`config.mk`:
```
export PLATFORM = sky130hd
export DESIGN_NAME = bus_arbiter
export DESIGN_NICKNAME = d
export VERILOG_FILES = /design/src/rtl/bus_pkg.sv /design/src/rtl/arb_hold_timer.sv /design/src/rtl/bus_arbiter.sv
export SDC_FILE = /design/constraint.sdc
export NUM_CORES = 1
export LEC_CHECK = 0
export CAP_MARGIN = 10
export CORE_MARGIN = 2
export CORE_UTILIZATION = 30
export DETAILED_ROUTE_END_ITERATION = 6
export HOLD_SLACK_MARGIN = 0.05
export PLACE_DENSITY = 0.58
export SLEW_MARGIN = 5
export SYNTH_ARGS = -nofsm -noshare
export SYNTH_HDL_FRONTEND = slang
export SYNTH_SLANG_ARGS = --single-unit
```
`constraint.sdc`:
```
create_clock -name clk -period 1.9 [get_ports clk]
set_input_delay 0.38 -clock clk [delete_from_list [all_inputs] [get_ports clk]]
set_output_delay 0.38 -clock clk [all_outputs]
set_load 0.1 [all_outputs]
```
`src/rtl/bus_pkg.sv`:
```
// Shared types and constants for the system bus arbiter and its helpers.
package bus_pkg;

  typedef enum logic [1:0] {
    IDLE   = 2'd0,
    GNT_M1 = 2'd1,
    GNT_M2 = 2'd2
  } arb_state_t;

  typedef logic master_id_t;

  localparam master_id_t MST1 = 1'b0;
  localparam master_id_t MST2 = 1'b1;

  localparam int unsigned DEFAULT_TIMEOUT = 255;

endpackage

```
`src/rtl/arb_hold_timer.sv`:
```
// Hold timer for the arbiter: a clearable, saturating up-counter that flags
// the last permitted grant cycle. A LIMIT of 0 means the timer never expires.
module arb_hold_timer #(
  parameter int unsigned LIMIT = 255,
  parameter int unsigned CNT_W = 8
) (
  input  logic clk,
  input  logic rst,
  input  logic clear_i,
  input  logic inc_i,
  output logic expired_o
);

  localparam logic [CNT_W-1:0] CMP_VAL = (LIMIT == 0) ? '0 : CNT_W'(LIMIT - 1);

  logic [CNT_W-1:0] cnt_q, cnt_d;

  // Next count: clear wins over increment, and the count sticks at all-ones.
  always_comb begin
    cnt_d = cnt_q;
    if (clear_i) begin
      cnt_d = '0;
    end else if (inc_i && (cnt_q != '1)) begin
      cnt_d = cnt_q + 1'b1;
    end
  end

  // Count register with synchronous reset.
  always_ff @(posedge clk) begin
    if (rst) begin
      cnt_q <= '0;
    end else begin
      cnt_q <= cnt_d;
    end
  end

  assign expired_o = (LIMIT != 0) && (cnt_q == CMP_VAL);

endmodule

```
`src/rtl/bus_arbiter.sv`:
```
// Two-master system bus arbiter with round-robin fairness, split-transaction
// parking for slave 3, and a hold timeout so that a stuck master cannot keep
// the bus. Every grant is followed by at least one idle cycle.
module bus_arbiter
  import bus_pkg::*;
#(
  parameter int unsigned TIMEOUT_CYCLES = DEFAULT_TIMEOUT,
  parameter int unsigned CNT_W          = 8
) (
  input  logic clk,
  input  logic rst,
  input  logic m1_req,
  input  logic m2_req,
  input  logic txn_done,
  input  logic split,
  input  logic split_release,
  output logic m1_grant,
  output logic m2_grant,
  output logic msel,
  output logic bus_busy,
  output logic split_pending,
  output logic timeout
);

  arb_state_t state_q, state_d;
  master_id_t msel_q, msel_d;
  master_id_t lastOwner_q, lastOwner_d;
  master_id_t parked_q, parked_d;
  master_id_t resumeId_q, resumeId_d;
  logic       splitPending_q, splitPending_d;
  logic       resume_q, resume_d;
  logic       timeout_q, timeout_d;

  logic       timerClear, timerInc, timerExpired;
  logic [1:0] req, liveReq;
  master_id_t owner, winner;
  logic       winnerValid;
  logic       splitTake, releaseTake;

  assign req = {m2_req, m1_req};

  assign liveReq[MST1] = m1_req && !(splitPending_q && (parked_q == MST1));
  assign liveReq[MST2] = m2_req && !(splitPending_q && (parked_q == MST2));

  assign owner       = (state_q == GNT_M2) ? MST2 : MST1;
  assign splitTake   = split && !splitPending_q;
  assign releaseTake = split_release && splitPending_q && !split;

  // Pick who would get the bus if arbitration ran this edge.
  always_comb begin
    winnerValid = 1'b0;
    winner      = MST1;
    if (resume_q && liveReq[resumeId_q]) begin
      winnerValid = 1'b1;
      winner      = resumeId_q;
    end else if (liveReq[MST1] && liveReq[MST2]) begin
      winnerValid = 1'b1;
      winner      = ~lastOwner_q;
    end else if (liveReq[MST1]) begin
      winnerValid = 1'b1;
      winner      = MST1;
    end else if (liveReq[MST2]) begin
      winnerValid = 1'b1;
      winner      = MST2;
    end
  end

  // Next-state logic for grants, split bookkeeping and the timeout pulse.
  always_comb begin
    state_d        = state_q;
    msel_d         = msel_q;
    lastOwner_d    = lastOwner_q;
    parked_d       = parked_q;
    resumeId_d     = resumeId_q;
    splitPending_d = splitPending_q;
    resume_d       = resume_q;
    timeout_d      = 1'b0;
    timerClear     = 1'b0;
    timerInc       = 1'b0;

    case (state_q)
      IDLE: begin
        timerClear = 1'b1;
        resume_d   = 1'b0;
        if (winnerValid) begin
          state_d     = (winner == MST2) ? GNT_M2 : GNT_M1;
          msel_d      = winner;
          lastOwner_d = winner;
        end
      end
      GNT_M1, GNT_M2: begin
        if (splitTake) begin
          parked_d       = owner;
          splitPending_d = 1'b1;
          state_d        = IDLE;
        end else if (txn_done) begin
          state_d = IDLE;
        end else if (timerExpired) begin
          timeout_d = 1'b1;
          state_d   = IDLE;
        end else if (!req[owner]) begin
          state_d = IDLE;
        end else begin
          timerInc = 1'b1;
        end
      end
      default: begin
        state_d = IDLE;
      end
    endcase

    if (releaseTake) begin
      splitPending_d = 1'b0;
      resume_d       = 1'b1;
      resumeId_d     = parked_q;
    end
  end

  // State registers; reset leaves M2 as last owner so M1 wins the first tie.
  always_ff @(posedge clk) begin
    if (rst) begin
      state_q        <= IDLE;
      msel_q         <= MST1;
      lastOwner_q    <= MST2;
      parked_q       <= MST1;
      resumeId_q     <= MST1;
      splitPending_q <= 1'b0;
      resume_q       <= 1'b0;
      timeout_q      <= 1'b0;
    end else begin
      state_q        <= state_d;
      msel_q         <= msel_d;
      lastOwner_q    <= lastOwner_d;
      parked_q       <= parked_d;
      resumeId_q     <= resumeId_d;
      splitPending_q <= splitPending_d;
      resume_q       <= resume_d;
      timeout_q      <= timeout_d;
    end
  end

  arb_hold_timer #(
    .LIMIT(TIMEOUT_CYCLES),
    .CNT_W(CNT_W)
  ) u_holdTimer (
    .clk      (clk),
    .rst      (rst),
    .clear_i  (timerClear),
    .inc_i    (timerInc),
    .expired_o(timerExpired)
  );

  assign m1_grant      = (state_q == GNT_M1);
  assign m2_grant      = (state_q == GNT_M2);
  assign msel          = msel_q;
  assign bus_busy      = (state_q != IDLE);
  assign split_pending = splitPending_q;
  assign timeout       = timeout_q;

endmodule
```
==> impl_results.md <==
* Die X at 60.6 um
* DPL Wire Length at between 1500 and 2000 um
* Status: completed
* Drt pass-1 iters at 4
* Reg clk slew, reported paths at 0.11 ns
* Area grow syn2layout at 30.2%
* WP depth at 6
* Largest net degree at the start of global routing at 11
* Rel. slew slack at 78.9%
* CP required at 2.14 ns
* # DRC at 0
* Top sig layer: met4
* Max clock buf depth at 2
* LEAKAGE at 0.478 nW
* CTS buffer count at 3
* Critical-path top delay cell: or4_1
* Share of layout cells above drive strength 1 at 24.2%
* Sequential share of the synthesized area at a little over a third
* Reg-to-Reg End: u_holdTimer.cnt_q[5]
* Fmax at approximately 0.58 GHz
* Initial DRC count at 44
* I/O pin cnt at 13
* Final setup margin at 0.173 ns
* I/O Buffers at 12
* Die Area at 3670 um^2
* PwrDens at 739 nW/um^2
* Hold_buf cts at 0
* Cell variety after synth at 42
* Period utilization at 90.9%
* Crit path from: state_q[0]
* DR WL met2 at 1070 um
* Unrepaired setup endpoints after global routing: false
* Critical path class: register to register
* Core footprint at 3050 um^2
* Worst setup SP type: register
* Post-synth ARST share at 0%
* Post-Synthesis Cell Area at 960 um^2
* Dpl ws at ~0.0054 ns
* Reg2reg start: state_q[0]
* Number of synthesized flops with an enable pin at 0
* Clock H-tree levels at 1
* CP delay by family, top: simple AND/OR/NAND/NOR gates
* Root buffer cell: clkbuf_4
* Die Y at 60.6 um
* Critical path's largest stage delay at 0.50 ns
* Hold WC Path Type: register to register
* Max IR drop VDD at 0.314 mV
* Initial antenna violation count at 0
* WL per Instance at 12.1 um
* Yosys top cell by area: dfxtp_1
* Final setup violation count at 0
* Initial core utilization at 31.4%
* Crit. End Element: register
* Max cap viols at 0
* Fill cell count at 318
* Primary FF master, synth: dfxtp_1
* Post-detailed-route count of antenna-violating nets at 0
* Largest cells by area after synthesis: dfxtp_1, ha_1, nor2_1, nand2b_1, a21oi_1
* Synth warn at 0
* Critical Path Sink: u_holdTimer.cnt_q[5]
* Clock latency on the worst-skew pair at 0.29 ns
* Setup Skew at 0.00684 ns
* Worst EP arrival at 1.96 ns
* Vias per inst at around 5.1
* Ant diodes at 0
* Yosys reg bits at 17
* Worst Max-Slew Pin Slew at 0.315 ns
* Drt total wl at 2090 um
* Syn Area/Cell at 8.89 um^2
* Gate Count Post-Synth at 108
* Met1 WL at 911 um
* Grt ovf at 0
* TritonCTS Sinks at 17
* Worst-path maximum fanout at 5
* Met3 WL at 84 um
* CTS tree: built
* Share of the synthesized area in the top cell type at 35.5%
* CP cell instances: inv_1 > ha_1 > and2b_4 > nand3_4 > or4_1 > a21oi_1
* Mapped Nets at 120
* Global-route wire length before repair at 3670 um
* Rows at 20
* Vias at 877
* Final TNS setup at 0 ns
* Final min period at 1.73 ns
* RD Place Congestion at around 0.75
* Final Hold Fails at 0
* Total count of max-transition violations in the final report at 0
* Total track usage at 13.1%
* Reg-to-reg slack, setup at 0.17 ns
* Vias in the first global route at ~820
* Worst reg-to-reg path cell count at 6
* Number of buffers and inverters on the critical path at 1
* Nets at 141
-- sequential cells by signal, indices dropped and copies added (netlist names) --
name and flops:
parked_q 1, msel 1, u_holdTimer.cnt_q 8, state_q 2
lastOwner_q 1, split_pending 1, resume_q 1, resumeId_q 1
timeout 1
-- layer usage --
layer | up-vias | GRT usage, %
met1 | 412 | 17.2
met3 | 4 | 2.77
li1 | 442 | -
met5 | - | 0
met2 | 19 | 22.3
met4 | 0 | 2.80
-- stage by stage --
stage                     power, mW  hold slack, ns  instance area [um^2]  std cells  util (%)
after floorplan               0.622           0.445                   973        108         -
after global placement        0.729           0.458                  1220        168      40.0
after detailed placement      0.733           0.466                  1220        168      40.0
after CTS                     0.937           0.481                  1250        172      40.9
after global routing          0.977           0.504                  1250        172      40.9
final                         0.924           0.479                  1250        172      40.9
-- area by class of cell --
cell class / instances / area [um^2] / area share (%)
clock buffers: 3 / 22.5 / 1.80
repair buffers: 19 / 208 / 16.6
well taps: 44 / 55.1 / 4.40
multi-input cells: 81 / 591 / 47.2
clock inverters: 1 / 5.00 / 0.400
flip-flops and latches: 17 / 343 / 27.4
inverters: 7 / 26.3 / 2.10
-- cells in the final DEF, fill, tap and decap left out, drive strengths merged, types with 2 or more instances in the layout --
cell type | synthesis | layout
o21ai | 4 | 4
dfxtp | 17 | 17
nor3 | 3 | 3
o32ai | 2 | 2
nor2 | 10 | 10
clkdlybuf4s50 | 0 | 6
o31ai | 2 | 2
a21oi | 6 | 6
inv | 7 | 7
and3 | 2 | 2
clkbuf | 2 | 3
nand4 | 3 | 3
mux2i | 3 | 3
nand3b | 2 | 2
nand3 | 5 | 5
nand2 | 8 | 8
buf | 1 | 13
nand2b | 5 | 5
ha | 5 | 5
-- power by group --
group | internal [mW] | leakage (nW) | switching (mW)
combinational | 0.126 | 0.322 | 0.209
clock | 0.0783 | 0.0177 | 0.121
sequential | 0.374 | 0.139 | 0.0158
-- synth_stat cells, types with 2 or more instances --
cell	n
a21oi_1	6
nor2_1	10
clkbuf_1	2
inv_1	7
nor3_1	3
nand2b_1	5
nand3b_1	2
nand4_2	2
o31ai_1	2
dfxtp_1	17
nand3_1	4
ha_1	5
mux2i_1	3
o21ai_0	4
o32ai_1	2
nand2_1	8
-- how the worst min path moves through the flow --
stage                  start       end  depth (start not counted)
detailed placement      msel      msel                          2
floorplan           resume_q  resume_q                          2
CTS                     msel      msel                          2
global route            msel      msel                          2
global placement    resume_q  resume_q                          2
finish              resume_q  resume_q                          2
-- worst min-delay path: stages (launching register included) --
cell,delay [ns]
dfxtp_1,0.33
nand2_1,0.05
a21oi_1,0.06
-- cell families after synthesis --
| kind of cell | count (synthesis) | synth area share [%] |
|---|---|---|
| AND/OR/NAND/NOR | 46 | 29.5 |
| AO/OA/AOI/OAI | 26 | 19.6 |
| flip-flops | 17 | 35.5 |
| buffers and inverters | 10 | 4.30 |
| adder cells (fa/ha/maj) | 5 | 6.52 |
| multiplexers | 4 | 4.69 |
-- timing repair --
item                       4_1_cts  5_1_grt
gates resized for setup          0        2
hold endpoints to repair         0        0
buffers inserted                 0        0
setup endpoints to repair        0        3
(Power assumes the default switching activity.)
==> patch 1 (config.mk and constraints unchanged) <==
`CNT_W` is set to 8 in 2 places; all go to 6.
--- a/src/rtl/arb_hold_timer.sv
+++ b/src/rtl/arb_hold_timer.sv
@@ -3,5 +3,5 @@
 module arb_hold_timer #(
   parameter int unsigned LIMIT = 255,
-  parameter int unsigned CNT_W = 8
+  parameter int unsigned CNT_W = 6
 ) (
   input  logic clk,
--- a/src/rtl/bus_arbiter.sv
+++ b/src/rtl/bus_arbiter.sv
@@ -6,5 +6,5 @@
 #(
   parameter int unsigned TIMEOUT_CYCLES = DEFAULT_TIMEOUT,
-  parameter int unsigned CNT_W          = 8
+  parameter int unsigned CNT_W          = 6
 ) (
   input  logic clk,
Function: same outputs for any inputs over 10 cycles, from zero or initial values and one cycle with rst high; that may be too few to reach the edited logic, so the function may still have changed.
==> patch 1 against the unedited design <==
Sequential share of layout area grew 0.47 points. Total power decreased by 8.1%. Cell area is 14% lower. Non-clock buffer count did not move. Worst setup slack worse by 0.042 ns. Area after synthesis down 16%. Sequential cell count fell by 2. Clock skew down 0.0051 ns. Via count decreased by 15%. Routed wire length shrank 17%. Sequential power shrank 12%. Largest cell class unchanged. Largest power group unchanged.
==> patch 1: results (changes against the unedited design) <==
status=finished clean (unchanged); Worst Path Arrival=1.99 ns (was 1.96 ns); internal cell power=0.5368 mW (was 0.5780 mW); Leak=0.4038 nW (was 0.4779 nW); vias in the first global route=709 (was 823); CTS clk-pin slew, worst paths=0.09 ns (was 0.11 ns); Non-Filler Instances=144 (was 172); Layout Nets=127 (was 141); Seq/Total Area, Yosys=37.44% (was 35.46%); syn_nets=105 (was 120); CP max FO=6 (was 5); post-synthesis compound-gate area fraction=16.85% (was 19.56%); CP max stage delay=0.39 ns (was 0.50 ns); Tot GR Track Use=12.20% (was 13.12%); met3 wire length=73 um (was 84 um); layout cells sized above 1=23.68% (was 24.22%); met3 Use GR=4.419% (was 2.772%); combinational share of power=37.7% (was 36.3%); met2 GRT Util=21.09% (was 22.27%); Peak VDD IR=0.5390 mV (was 0.3138 mV); Seq pwr share=40.5% (was 42.2%); xor and xnor area share after synthesis=1.092% (was 0%); top cells by area, synth=dfxtp_1 (37%), ha_1 (7.8%), a21oi_1 (5.0%) (was dfxtp_1 (35%), ha_1 (6.5%), nor2_1 (3.9%)); count of cell types in the netlist=30 (was 42); top cells by count, synth=dfxtp_1 (15), a21oi_1 (8), nand2_1 (8), nor2_1 (8), inv_1 (6) (was dfxtp_1 (17), nor2_1 (10), nand2_1 (8)); Max Used Layer=met4 (unchanged); DP HPWL=1382 um (was 1678 um); combinational cell power=0.320 mW (was 0.335 mW); Routed WL per cell=12.06 um (was 12.15 um); first-pass GRT wire length=3036 um (was 3670 um); Post-Synthesis Cells=93 (was 108); Slowest-stage cell, CP=or3_1 (was or4_1); Hold Path Class=reg -> reg (unchanged); largest registers=u_holdTimer.cnt_q x6, state_q x2 (was u_holdTimer.cnt_q x8, state_q x2); Clock Skews=0.001708 ns (was 0.006839 ns); met2 wire length=912 um (was 1074 um); Placer Congestion=0.7974 (was 0.7539); Iter 0 DRT Violations=8 (was 44); area of the multi-input gates=485.5 um^2 (was 590.6 um^2); met1 Use GR=14.04% (was 17.16%); max_slew headroom=78.07% (was 78.92%); Filler cells=258 (was 318); pre-CTS setup slack=0.004246 ns (was 0.005354 ns); adder-cell share of the synthesized area=7.800% (was 6.519%)
==> patch 1: cell count changes in the layout (fill, tap and decap cells not counted), sizes merged, moves of 2 or more <==
cell,unedited run,this run
nor3,3,0
a21oi,6,8
and3,2,0
dfxtp,17,15
nand3,5,3
nor2,10,8
o31ai,2,0
or2,1,3
or3,1,3
==> patch 1: layout make-up <==
type | count | share of cell area, %
inverter | 6 | 2.083
timing repair buffer | 19 | 19.21
sequential | 15 | 27.89
tap | 30 | 3.472
multi-input combinational | 70 | 44.91
clock buffer | 4 | 2.431
==> patch 1: final timing paths <==
kind / end / slack (ns) / cells after the start
worst max-delay path: u_holdTimer.cnt_q[5]$_SDFFE_PP0P_ / 0.13 / 7
worst min-delay path: resume_q$_SDFFE_PP0P_ / 0.48 / 2
worst max register to register: u_holdTimer.cnt_q[5]$_SDFFE_PP0P_ / 0.13 / 7
worst min register to register: resume_q$_SDFFE_PP0P_ / 0.48 / 2
==> patch 2 (same settings) <==
Made on the original files. Reset style: asynchronous (`rst`), changed in 2 clocked blocks. Comments in the files are not updated.
--- a/src/rtl/arb_hold_timer.sv
+++ b/src/rtl/arb_hold_timer.sv
@@ -27,5 +27,5 @@
 
   // Count register with synchronous reset.
-  always_ff @(posedge clk) begin
+  always_ff @(posedge clk or posedge rst) begin
     if (rst) begin
       cnt_q <= '0;
--- a/src/rtl/bus_arbiter.sv
+++ b/src/rtl/bus_arbiter.sv
@@ -118,5 +118,5 @@
 
   // State registers; reset leaves M2 as last owner so M1 wins the first tie.
-  always_ff @(posedge clk) begin
+  always_ff @(posedge clk or posedge rst) begin
     if (rst) begin
       state_q        <= IDLE;
Formal check against the unedited RTL: differs if rst is asserted again (counterexample within 4 cycles, from zero or initial values and one cycle with rst high); with rst held inactive, the same outputs for 10 cycles.
==> patch 2 against the unedited design <==
Hold slack got worse by 0.094 ns. Routed wire length increased by 6.5%. Cell area increased by 10%. Sequential cell count unchanged. Area after synthesis increased by 9.6%. Worst setup slack got worse by 0.057 ns.
Power is not compared: it rests on default switching activity, and its combinational part moved more than twofold at a synthesized area within 25%.
==> patch 2: results (changes against the unedited design) <==
Largest delay share family, worst path=flip-flops (was simple AND/OR/NAND/NOR gates); Routed WL per cell=12.64 um (was 12.15 um); first-pass GRT wire length=3857 um (was 3670 um); largest net degree at the start of global routing=18 (was 11); Iter 0 DRT Violations=32 (was 44); CP max stage delay=0.43 ns (was 0.50 ns); Synth async-reset ratio=100.0% (was 0%); predominant post-synthesis flop cell=dfrtp_1 (was dfxtp_1); slew of the pin with the lowest slew margin=0.4620 ns (was 0.3150 ns); Worst Path Arrival=1.40 ns (was 1.96 ns); Port Buffers=12 (unchanged); layout cells sized above 1=28.46% (was 24.22%); Seq/Total Area, Yosys=40.55% (was 35.46%); Filler cells=353 (was 318); Hold Path Class=in -> async (was reg -> reg); Placer Congestion=0.7368 (was 0.7539); CP max FO=9 (was 5); Pre-antenna DRT Iters=4 (unchanged); status=finished clean (unchanged); Layout Nets=143 (was 141); Ys Warns=0 (unchanged); top cells by count, synth=dfrtp_1 (16), inv_1 (11), a21oi_1 (8), nand2_1 (8) (was dfxtp_1 (17), nor2_1 (10), nand2_1 (8)); syn_nets=118 (was 120); Slowest-stage cell, CP=dfrtp_1 (was or4_1); top cells by area, synth=dfrtp_1 (38%), ha_1 (5.9%), mux2_4 (4.3%) (was dfxtp_1 (35%), ha_1 (6.5%), nor2_1 (3.9%)); TritonCTS Buffers=3 (unchanged); Tot GR Track Use=11.76% (was 13.12%); H-Tree Depth=1 (unchanged); placed cell area=0.001324 mm^2 (was 0.001221 mm^2); Clock Skews=0.0006978 ns (was 0.006839 ns); DP HPWL=1603 um (was 1678 um); count of cell types in the netlist=37 (was 42); Leak=0.5568 nW; vias in the first global route=896 (was 823); pre-CTS setup slack=-0.1225 ns (was 0.005354 ns); via count normalized by instance count=4.972 (was 5.099)
## patch 2: cell count changes in the layout (fill, tap and decap cells not counted), sizes merged, moves of 3 or more
| cell | unedited run | this run |
|---|---|---|
| nand2b | 5 | 1 |
| nor2b | 0 | 4 |
| dfrtp | 0 | 16 |
| mux2 | 1 | 4 |
| o21ai | 4 | 7 |
| buf | 13 | 16 |
| inv | 7 | 11 |
| dfxtp | 17 | 0 |
| nor2 | 10 | 7 |
## patch 2: final timing paths
check | startpoint | endpoint | slack (ns) | cells after the start
worst max-delay path | state_q[1]$_DFFE_PP0P_ | bus_busy | 0.12 | 4
worst min-delay path | rst | resume_q$_DFFE_PP0P_ | 0.39 | 3
worst max register to register | state_q[1]$_DFFE_PP0P_ | u_holdTimer.cnt_q[5]$_DFFE_PP0P_ | 0.12 | 5
worst min register to register | lastOwner_q$_DFFE_PP1P_ | lastOwner_q$_DFFE_PP1P_ | 0.49 | 2
max in group asynchronous | rst | lastOwner_q$_DFFE_PP1P_ | 1.26 | 3
min in group clk | lastOwner_q$_DFFE_PP1P_ | lastOwner_q$_DFFE_PP1P_ | 0.49 | 2
## patch 2: power by group
part	internal [mW]	switching (mW)	total, mW
Sequential	0.453	0.0632	0.517
Combinational	0.404	0.707	1.11
Clock	0.0817	0.116	0.198
## patch 2: kinds of logic (layout without fill, tap and decap cells)
family	after synthesis	in the layout	share of synthesized area, %
and+or+nand+nor	39	40	24.49
AOI/OAI and AO/OA	25	26	15.93
DFF	17	17	40.55
buffers and inverters	15	37	6.777
adders and majority gates	5	5	5.945
muxes	5	5	6.302
## patch 2: metrics by stage
| stage | total power, mW | hold slack, ns | cells | utilization [%] |
|---|---|---|---|---|
| 3_3_place_gp | 1.593 | 0.4709 | 170 | 39.36 |
| 2_1_floorplan | 1.278 | 0.3053 | 106 | - |
| 4_1_cts | 1.823 | 0.3968 | 174 | 40.22 |
| 3_5_place_dp | 1.615 | 0.4797 | 170 | 39.36 |
| 6_report | 1.826 | 0.3856 | 176 | 41.03 |
| 5_1_grt | 1.935 | 0.4113 | 176 | 41.03 |
## patch 2: final cells by class
cell class	instances	share of cell area (%)
well taps	46	4.170
repair buffers	22	16.68
inverters	11	2.992
clock buffers	4	1.904
multi-input cells	76	43.25
flip-flops and latches	17	31.01
## patch 2: what timing repair did
action / CTS / global route
cloned: 0 / 2
setup endpoints to repair: 1 / 4
buffers inserted: 0 / 0
hold buffers: 0 / 0
pin swaps: 0 / 1
resized for setup: 1 / 0
## patch 2: layer usage
metal	part of all wire, %	GRT usage (%)	wire length [um]
met2	49	20.35	1085
met3	3.2	2.321	71
met4	1.5	4.076	34
met1	46	14.56	1033
met5	0	0	0
## patch 2: tightest hold or removal path: cells and delay by family
kind	cells	cell delay [ns]
buf+inv	3	0.68
